### src/rtl/csi_pckt_sequencer_if.sv
// csi_pckt_sequencer_if -- lane-merger input bundle and parsed packet output
// bundle for the CSI-2 packet sequencer. The sequencer uses the slave modport;
// whatever feeds it merged beats and consumes the parsed stream uses master.
interface csi_pckt_sequencer_if #(
   parameter int DATA_STREAM_WIDTH = 16,
   parameter int PH_STREAM_WIDTH   = 24
);
   // lane merger side
   logic                         sot;
   logic                         eot;
   logic                         lane_valid;
   logic [DATA_STREAM_WIDTH-1:0] lane_data;
   // parsed packet side
   logic [PH_STREAM_WIDTH-1:0]   ph_stream;
   logic [7:0]                   ph_ecc;
   logic                         ph_select;
   logic [DATA_STREAM_WIDTH-1:0] data_stream;
   logic [1:0]                   data_byte_en;
   logic                         valid_stream;
   logic                         pkt_active;
   logic                         seq_error;

   modport master (
      output sot, eot, lane_valid, lane_data,
      input  ph_stream, ph_ecc, ph_select, data_stream, data_byte_en,
             valid_stream, pkt_active, seq_error
   );

   modport slave (
      input  sot, eot, lane_valid, lane_data,
      output ph_stream, ph_ecc, ph_select, data_stream, data_byte_en,
             valid_stream, pkt_active, seq_error
   );
endinterface

### src/rtl/csi_pckt_sequencer.sv
// csi_pckt_sequencer -- splits a merged two-lane CSI-2 byte stream into the
// packet header {WC, DI} + ECC and the payload beats, dropping the CRC.
// Optional feature: define CSIRX_PKT_TIMEOUT_EN to abort a packet after
// TIMEOUT_CYCLES consecutive idle beats inside it.
module csi_pckt_sequencer #(
   parameter int DATA_STREAM_WIDTH = 16,
   parameter int PH_STREAM_WIDTH   = 24,
   parameter int TIMEOUT_CYCLES    = 255
) (
   input  logic                      rxbyteclkhs,
   input  logic                      reset_n,
   csi_pckt_sequencer_if.slave       lane
);

   typedef enum logic [2:0] {
      S_IDLE, S_PH0, S_PH1, S_PAYLOAD, S_CRC, S_WAIT_EOT
   } state_t;

   state_t                       r_state;
   state_t                       w_state_next;
   logic                         w_err;
   logic                         w_take;
   logic                         w_stall_state;
   logic                         w_tmo_hit;
   logic [15:0]                  w_wc;

   logic [7:0]                   r_di, w_di_next;
   logic [7:0]                   r_wc_lo, w_wc_lo_next;
   logic [15:0]                  r_byte_cnt, w_byte_cnt_next;
   logic [PH_STREAM_WIDTH-1:0]   r_ph_stream, w_ph_stream_next;
   logic [7:0]                   r_ph_ecc, w_ph_ecc_next;
   logic                         r_ph_select, w_ph_select_next;
   logic [DATA_STREAM_WIDTH-1:0] r_data_stream, w_data_stream_next;
   logic [1:0]                   r_byte_en, w_byte_en_next;
   logic                         r_valid, w_valid_next;

   logic                         r_pkt_active;
   logic                         r_seq_error;

   // States in which a beat is expected and a missing beat is a stall
   assign w_stall_state = (r_state == S_PH0) || (r_state == S_PH1) ||
                          (r_state == S_PAYLOAD) || (r_state == S_CRC);

   // A beat is consumed only when no sot/eot overrides it
   assign w_take = w_stall_state && lane.lane_valid && !lane.sot && !lane.eot;

   // Full word count as seen on the second header beat
   assign w_wc = {lane.lane_data[7:0], r_wc_lo};

`ifdef CSIRX_PKT_TIMEOUT_EN
   localparam logic [7:0] TMO_LAST = 8'(TIMEOUT_CYCLES - 1);
   logic [7:0] r_tmo_cnt, w_tmo_next;

   // Fires on the idle cycle that would bring the counter to TIMEOUT_CYCLES
   assign w_tmo_hit = w_stall_state && !lane.lane_valid && (r_tmo_cnt == TMO_LAST);

   // Count idle cycles; any beat or state change restarts the count
   always_comb begin
      w_tmo_next = r_tmo_cnt + 8'd1;
      if (lane.lane_valid || !w_stall_state || (w_state_next != r_state))
         w_tmo_next = 8'd0;
   end

   // Idle-cycle counter register
   always_ff @(posedge rxbyteclkhs or negedge reset_n) begin
      if (!reset_n) r_tmo_cnt <= 8'd0;
      else          r_tmo_cnt <= w_tmo_next;
   end
`else
   // Legal range is 1..255, so this folds to 0: stalls are unbounded
   assign w_tmo_hit = w_stall_state && !lane.lane_valid && (TIMEOUT_CYCLES == 0);
`endif

   // State register
   always_ff @(posedge rxbyteclkhs or negedge reset_n) begin
      if (!reset_n) r_state <= S_IDLE;
      else          r_state <= w_state_next;
   end

   // Next-state logic; sot beats eot beats timeout beats a data beat
   always_comb begin
      w_state_next = r_state;
      w_err        = 1'b0;
      if (r_state == S_IDLE) begin
         if (lane.sot) w_state_next = S_PH0;
      end else if (lane.sot) begin
         w_state_next = S_PH0;
         w_err        = 1'b1;
      end else if (lane.eot) begin
         w_state_next = S_IDLE;
         w_err        = (r_state != S_WAIT_EOT);
      end else if (w_tmo_hit) begin
         w_state_next = S_IDLE;
         w_err        = 1'b1;
      end else if (w_take) begin
         case (r_state)
            S_PH0:     w_state_next = S_PH1;
            S_PH1: begin
               if (r_di[5:0] < 6'h10) w_state_next = S_WAIT_EOT;
               else if (w_wc == 16'd0) w_state_next = S_CRC;
               else                    w_state_next = S_PAYLOAD;
            end
            // counter is never 0 here, so <= 2 means this beat empties it
            S_PAYLOAD: if (r_byte_cnt <= 16'd2) w_state_next = S_CRC;
            S_CRC:     w_state_next = S_WAIT_EOT;
            default:   w_state_next = r_state;
         endcase
      end
   end

   // Output/datapath next values; everything holds unless a beat is taken
   always_comb begin
      w_di_next          = r_di;
      w_wc_lo_next       = r_wc_lo;
      w_byte_cnt_next    = r_byte_cnt;
      w_ph_stream_next   = r_ph_stream;
      w_ph_ecc_next      = r_ph_ecc;
      w_ph_select_next   = 1'b0;
      w_data_stream_next = r_data_stream;
      w_byte_en_next     = r_byte_en;
      w_valid_next       = 1'b0;
      if (w_take) begin
         case (r_state)
            S_PH0: begin
               w_di_next    = lane.lane_data[7:0];
               w_wc_lo_next = lane.lane_data[15:8];
            end
            S_PH1: begin
               w_ph_stream_next = {w_wc, r_di};
               w_ph_ecc_next    = lane.lane_data[15:8];
               w_ph_select_next = 1'b1;
               w_valid_next     = 1'b1;
               w_byte_cnt_next  = w_wc;
            end
            S_PAYLOAD: begin
               w_data_stream_next = lane.lane_data;
               w_valid_next       = 1'b1;
               if (r_byte_cnt >= 16'd2) begin
                  w_byte_en_next  = 2'b11;
                  w_byte_cnt_next = r_byte_cnt - 16'd2;
               end else begin
                  // odd tail: upper byte is the CRC LSB and is masked off
                  w_byte_en_next  = 2'b01;
                  w_byte_cnt_next = r_byte_cnt - 16'd1;
               end
            end
            default: ;
         endcase
      end
   end

   // Output and datapath registers
   always_ff @(posedge rxbyteclkhs or negedge reset_n) begin
      if (!reset_n) begin
         r_di          <= '0;
         r_wc_lo       <= '0;
         r_byte_cnt    <= '0;
         r_ph_stream   <= '0;
         r_ph_ecc      <= '0;
         r_ph_select   <= 1'b0;
         r_data_stream <= '0;
         r_byte_en     <= '0;
         r_valid       <= 1'b0;
         r_pkt_active  <= 1'b0;
         r_seq_error   <= 1'b0;
      end else begin
         r_di          <= w_di_next;
         r_wc_lo       <= w_wc_lo_next;
         r_byte_cnt    <= w_byte_cnt_next;
         r_ph_stream   <= w_ph_stream_next;
         r_ph_ecc      <= w_ph_ecc_next;
         r_ph_select   <= w_ph_select_next;
         r_data_stream <= w_data_stream_next;
         r_byte_en     <= w_byte_en_next;
         r_valid       <= w_valid_next;
         r_pkt_active  <= (w_state_next != S_IDLE);
         r_seq_error   <= w_err;
      end
   end

   assign lane.ph_stream    = r_ph_stream;
   assign lane.ph_ecc       = r_ph_ecc;
   assign lane.ph_select    = r_ph_select;
   assign lane.data_stream  = r_data_stream;
   assign lane.data_byte_en = r_byte_en;
   assign lane.valid_stream = r_valid;
   assign lane.pkt_active   = r_pkt_active;
   assign lane.seq_error    = r_seq_error;

endmodule

### src/flat_wrapper.sv
// flat-port wrapper written by rule: the top's interface ports become plain ports
module csi_pckt_sequencer_flat 
#(
   parameter int DATA_STREAM_WIDTH = 16,
   parameter int PH_STREAM_WIDTH   = 24,
   parameter int TIMEOUT_CYCLES    = 255
)
  (rxbyteclkhs, reset_n, lane_sot, lane_eot, lane_lane_valid, lane_lane_data, lane_ph_stream, lane_ph_ecc, lane_ph_select, lane_data_stream, lane_data_byte_en, lane_valid_stream, lane_pkt_active, lane_seq_error);
  csi_pckt_sequencer_if #(.DATA_STREAM_WIDTH(DATA_STREAM_WIDTH), .PH_STREAM_WIDTH(PH_STREAM_WIDTH)) lane_i ();
  input  logic rxbyteclkhs;
  input  logic reset_n;
  input wire logic [$bits(lane_i.sot)-1:0] lane_sot;
  input wire logic [$bits(lane_i.eot)-1:0] lane_eot;
  input wire logic [$bits(lane_i.lane_valid)-1:0] lane_lane_valid;
  input wire logic [$bits(lane_i.lane_data)-1:0] lane_lane_data;
  output wire logic [$bits(lane_i.ph_stream)-1:0] lane_ph_stream;
  output wire logic [$bits(lane_i.ph_ecc)-1:0] lane_ph_ecc;
  output wire logic [$bits(lane_i.ph_select)-1:0] lane_ph_select;
  output wire logic [$bits(lane_i.data_stream)-1:0] lane_data_stream;
  output wire logic [$bits(lane_i.data_byte_en)-1:0] lane_data_byte_en;
  output wire logic [$bits(lane_i.valid_stream)-1:0] lane_valid_stream;
  output wire logic [$bits(lane_i.pkt_active)-1:0] lane_pkt_active;
  output wire logic [$bits(lane_i.seq_error)-1:0] lane_seq_error;
  assign lane_i.sot = lane_sot;
  assign lane_i.eot = lane_eot;
  assign lane_i.lane_valid = lane_lane_valid;
  assign lane_i.lane_data = lane_lane_data;
  assign lane_ph_stream = lane_i.ph_stream;
  assign lane_ph_ecc = lane_i.ph_ecc;
  assign lane_ph_select = lane_i.ph_select;
  assign lane_data_stream = lane_i.data_stream;
  assign lane_data_byte_en = lane_i.data_byte_en;
  assign lane_valid_stream = lane_i.valid_stream;
  assign lane_pkt_active = lane_i.pkt_active;
  assign lane_seq_error = lane_i.seq_error;
  csi_pckt_sequencer #(.DATA_STREAM_WIDTH(DATA_STREAM_WIDTH), .PH_STREAM_WIDTH(PH_STREAM_WIDTH), .TIMEOUT_CYCLES(TIMEOUT_CYCLES)) u_core (.rxbyteclkhs(rxbyteclkhs), .reset_n(reset_n), .lane(lane_i));
endmodule
### config.mk
export PLATFORM = sky130hd
export DESIGN_NAME = csi_pckt_sequencer_flat
export DESIGN_NICKNAME = d
export VERILOG_FILES = /design/src/rtl/csi_pckt_sequencer_if.sv /design/src/rtl/csi_pckt_sequencer.sv /design/src/flat_wrapper.sv
export SDC_FILE = /design/constraint.sdc
export NUM_CORES = 1
export LEC_CHECK = 0
export CORE_MARGIN = 2
export CORE_UTILIZATION = 52
export DETAILED_ROUTE_END_ITERATION = 7
export PLACE_DENSITY_LB_ADDON = 0.12
export SETUP_SLACK_MARGIN = 0.15
export SYNTH_ARGS = -nofsm -noshare
export SYNTH_HDL_FRONTEND = slang
export SYNTH_SLANG_ARGS = --single-unit
export TNS_END_PERCENT = 20
### constraint.sdc
create_clock -name rxbyteclkhs -period 3 [get_ports rxbyteclkhs]
set_input_delay 0.6 -clock rxbyteclkhs [delete_from_list [all_inputs] [get_ports rxbyteclkhs]]
set_output_delay 0.6 -clock rxbyteclkhs [all_outputs]
set_load 0.005 [all_outputs]
Word level (Yosys, flattened, before mapping)
Cells that the tools add are included.
{"block": "word_totals", "regBits": 89, "in_bits": 21, "output_inout_bits": 54}
{"block": "classes", "n_addsub": 2, "magnitude_cmp": 3, "eq_ne": 5, "muxes": 19, "reduce_logical": 17}
{"op": "$pmux 16 s2", "n": 1}
{"op": "$mux 3", "n": 8}
{"op": "$ge 16x2->1 const B", "n": 1}
{"op": "$le 16x2->1 const B", "n": 1}
{"op": "$logic_not 16->1", "n": 1}
{"op": "$mux 16", "n": 1}
{"op": "$sub 16x1->16 const B", "n": 1}
{"op": "$sub 16x2->16 const B", "n": 1}
{"op": "$pmux 3 s4", "n": 1}
{"op": "$reduce_and 2->1", "n": 4}
{"op": "$mux 1", "n": 7}
{"op": "$eq 3x2->1 const B", "n": 2}
{"op": "$lt 6x5->1 const B", "n": 1}
{"op": "$eq 3x1->1 const B", "n": 1}
{"op": "$eq 3x3->1 const B", "n": 1}
{"op": "$logic_and 1x1->1", "n": 3}
{"op": "$logic_not 3->1", "n": 1}
{"op": "$logic_or 1x1->1", "n": 3}
{"op": "$ne 3x3->1 const B", "n": 1}
{"op": "$reduce_bool 3->1", "n": 1}
{"op": "$logic_not 1->1", "n": 2}
{"op": "$mux 2", "n": 1}
{"op": "$reduce_bool 2->1", "n": 1}
{"op": "$reduce_or 2->1", "n": 1}

Longest topological paths before layout
{"block": "logic_depth", "word_depth": 12, "mapped_depth": 9, "ltp_nobuf": 7}

Worst setup path after synthesis
No wires, ideal clock.
{"block": "synth_path", "path_kind": "reg2reg", "start": "reg u_core.r_byte_cnt[11]", "end": "reg u_core.r_pkt_active, in the netlist u_core.lane.pkt_active", "arrival_time_ps": 2280, "setup_slack_ps": 588, "path_stages_with_launch": 7, "n_path_buf": 0, "synth_period_minus_slack_ps": 2412, "cell_sequence": "dfrtp_1 -> or4_4 -> or3_4 -> or4_4 -> a21oi_2 -> o31ai_1 -> or3_1"}
{"block": "synth_between", "elab_chain_cells": 8}
{"element": "start, declared", "line": "csi_pckt_sequencer.sv:29", "rtl": "logic [15:0] r_byte_cnt, w_byte_cnt_next;"}
{"element": "start signal, assigned", "line": "csi_pckt_sequencer.sv:169", "rtl": "r_byte_cnt <= w_byte_cnt_next;"}
{"element": "$le 16x2->1", "line": "csi_pckt_sequencer.sv:104", "rtl": "S_PAYLOAD: if (r_byte_cnt <= 16'd2) w_state_next = S_CRC;"}
{"element": "$mux 3", "line": "csi_pckt_sequencer.sv:104"}
{"element": "$pmux 3 s4", "line": "csi_pckt_sequencer.sv:96", "rtl": "case (r_state)"}
{"element": "$mux 3", "line": "csi_pckt_sequencer.sv:95", "rtl": "end else if (w_take) begin"}
{"element": "$mux 3", "line": "csi_pckt_sequencer.sv:89", "rtl": "end else if (lane.eot) begin"}
{"element": "$mux 3", "line": "csi_pckt_sequencer.sv:86", "rtl": "end else if (lane.sot) begin"}
{"element": "$mux 3", "line": "csi_pckt_sequencer.sv:84", "rtl": "if (r_state == S_IDLE) begin"}
{"element": "via u_core.w_state_next[0]", "line": "csi_pckt_sequencer.sv:20", "rtl": "state_t w_state_next;"}
{"element": "$reduce_bool 3->1", "line": "csi_pckt_sequencer.sv:176", "rtl": "r_pkt_active <= (w_state_next != S_IDLE);"}
{"element": "end signal, assigned", "line": "csi_pckt_sequencer.sv:176"}
{"element": "end, declared", "line": "csi_pckt_sequencer.sv:37", "rtl": "logic r_pkt_active;"}
The timed path passes the listed nets, and every way through them passes these cells.
A chain may end at the register's enable or synchronous reset.

Worst setup path after layout
Same ends and word-level chain as after synthesis.

==> metrics.md <==
| Metric | Value |
|---|---|
| Status | completed |
| CTS root buffer | clkbuf_8 |
| Most common cell after layout, fill and taps aside | nand2_1 |
| Fin. Hold Viols | 0 |
| Post_cts resized | 0 |
| CTS tree | done |
| WP data required | about 3.2 ns |
| Row cnt | 31 |
| Final GP Congestion | 0.899 |
| RSZ-0062 raised after global routing | false |
| Crit Path Category | reg2reg |
| Maximum vdd drop | 0.314 mV |
| Final #Nets | roughly 500 |
| # port buffers | 74 |
| Setup TNS | 0 ns |
| Yosys top cell area share | 57.1% |
| Worst setup EP type | flop |
| Die ar. | 8220 µm² |
| P&R area growth vs syn | 28.8% |
| Cell family with most CP delay | simple AND/OR/NAND/NOR gates |
| Mapped Nets | roughly 420 |
| Clock Power Share | 29.2% |
| Critical-path maximum fanout | 5 |
| Vias in the first global route | about 3400 |
| Core area | 7250 µm² |
| Synthesized instance count | 396 |
| Placed cells | 567 |
| Count of cell types in the netlist | 42 |
| Routed len/inst | 17.0 µm |
| Critical path, cell by cell | or4_4 -> or3_4 -> or4_4 -> a21oi_2 -> o31ai_1 -> or3_1 |
| GR Util met1 | approximately 36% |
| Initial core utilization | 53.8% |
| Sw Ratio | 29.7% |
| Cell accounting for the most synthesized area | dfrtp_1 |
| Lkg Pwr | 2.34 nW |
| Global-route wire length before repair | between 15000 and 20000 µm |
| Total Routing Usage GR | 25.8% |
| DR vias/cell | between 5 and 6 |
| Int Power | 2.06 mW |
| Layout cells sized above 1 | between 10% and 20% |
| WP buf/inv | 0 |
| Number of antenna violations at the first check in global routing | 0 |
| Worst-Margin Slew | 0.667 ns |
| CP startpoint kind | flop |
| Final setup fails | 0 |
| # hold bufs at CTS | 0 |
| H-tree depth | 3 |
| Largest net degree at the start of global routing | 53 |
| Post-CTS setup buffer count | 0 |
| Arr. time, crit path | 2.83 ns |
| Mapped Area | between 3000 and 4000 µm² |
| Post-route ant nets | 0 |
| Synth warnings | 0 |
| Setup Skew | 0.00915 ns |
| FF+latch area | 2230 µm² |
| Met2 usage | approximately 41% |
| Tmin final | 2.59 ns |
| Diodes inserted | 0 |
| Crit-path slowest cell | or4_4 |
| Top FF cell, synth | dfrtp_1 |
| Tcrit/Tclk final | 86.3% |
| Finished Layout Cells | 583 |
| Syn avg cell area | 9.86 µm² |
| Synth area leaders | dfrtp_1, nand2_1, mux2_2 |
| DRT iter0 DRCs | 192 |
| Final WL | around 9900 µm |
| Multi-input gate area | 1580 µm² |
| Clock sink count | 89 |
| DRT Pass-1 Iters | 4 |
| Count of flip-flops with a built-in enable after synthesis | 0 |
| Commonest non-fill, non-tap cells in the layout | nand2_1, dfrtp_1, clkdlybuf4s50_1 |
| Final-layout fill cell count | just under 600 |
| Top Usage Layer GRT | met2 |
| Relative slew slack | 55.5% |
| Switching Power | 0.871 mW |
| Chip Width | about 91 µm |
| Max Freq | 386 MHz |
| WHS | roughly 0.26 ns |
| Comb power frac | a little under a fifth |
| Reg clk slew, reported paths | 0.09 ns |
| CTS max path bufs | 2 |
| Final global-route overflow total | 0 |
| Clock latency on the worst-skew pair | 0.36 ns |
| Crit-path max cell delay | 0.57 ns |
| Async SR Flop Fraction | 100% |
| Vias post-DR | 3274 |
| DRC viols | 0 |
| FF+latch count, synth | 89 |
| Detailed Place HPWL | 6900 µm |
| Worst Hold Class | in2async |
| Number of max-cap violations | 0 |
| Sequential Power Share | 51.9% |
| Pwr Density | 582 nW/µm² |
| Critical Path Most Common Cell | or4_4 |
| GR Util met3 | 4.42% |
| TritonCTS Buffers | 9 |
| I/O pin count | 75 |
| Register area share after synthesis | 57.1% |
| Die Y | roughly 91 µm |
| Final slew viol count | 0 |
==> worst paths after layout <==
kind	start	endpoint	slack (ns)	depth (start not counted)
min reg2reg	u_core.r_di[0]	u_core.lane.ph_stream[0]	0.47	2
max reg2reg	u_core.r_byte_cnt[11]	u_core.lane.pkt_active	0.41	6
min	reset_n	u_core.r_state[1]	0.26	1
max in group asynchronous	reset_n	u_core.lane.data_stream[7]	2.10	2
min in group rxbyteclkhs	u_core.r_di[0]	u_core.lane.ph_stream[0]	0.47	2
max	u_core.r_byte_cnt[11]	u_core.lane.pkt_active	0.41	6
==> cell usage after synthesis, drive strengths merged, types with 3 or more instances <==
master	instances
clkbuf	13
buf	4
nor3	10
nor2	19
nand2	135
or4	3
or3	8
mux2	24
o31ai	3
inv	7
dfrtp	89
nand3	5
o21ai	5
ha	4
o22a	7
nor4	5
a21oi	18
a311oi	6
o211ai	3
==> power by group through the flow <==
stage | logic (mW) | clock network [mW] | registers (mW)
final | 0.554 | 0.856 | 1.52
after global routing | 0.610 | 0.913 | 1.54
after CTS | 0.556 | 0.873 | 1.51
after detailed placement | 0.551 | 0 | 1.53
after global placement | 0.532 | 0 | 1.53
after floorplan | 0.293 | 0 | 1.49
==> stage by stage <==
stage               total power, mW  setup slack (ns)  area [µm²]  utilization (%)
finish                         2.93             0.410        5030             69.3
global route                   3.06             0.314        5030             69.3
CTS                            2.94             0.426        5030             69.3
detailed placement             2.08             0.293        4830             66.6
global placement               2.06             0.395        4830             66.6
floorplan                      1.79             0.588        3900                -
==> state kept, by name, indices dropped and copies added, names as in the netlist <==
register,count
u_core.r_byte_cnt,16
u_core.lane.ph_select,1
u_core.lane.seq_error,1
u_core.r_state,3
u_core.lane.pkt_active,1
u_core.lane.ph_stream,24
u_core.r_di,8
u_core.lane.valid_stream,1
u_core.lane.data_byte_en,2
u_core.lane.data_stream,16
u_core.lane.ph_ecc,8
u_core.r_wc_lo,8
==> logic make-up after synthesis <==
logic type | after synthesis | synth area share [%]
buffers and inverters | 25 | 2.40
DFF | 89 | 57.1
xor gates and xnor gates | 3 | 0.673
adders and majority gates | 4 | 1.28
AOI/OAI and AO/OA | 58 | 10.5
muxes | 24 | 6.92
and+or+nand+nor | 193 | 21.1
==> final cells by class <==
| class | count | share of cell area [%] |
|---|---|---|
| tap | 99 | 2.46 |
| timing repair buffer | 89 | 17.2 |
| multi-input combinational | 282 | 31.5 |
| inverter | 8 | 0.597 |
| clock inverter | 6 | 1.44 |
| sequential | 89 | 44.3 |
| clock buffer | 10 | 2.54 |
==> metal layers <==
metal	wire length [µm]	share of wire, %
met1	4400	44
met2	4850	49
met3	519	5.2
met4	167	1.7
met5	0	0
Note: power is estimated with default switching activity, not from simulation.
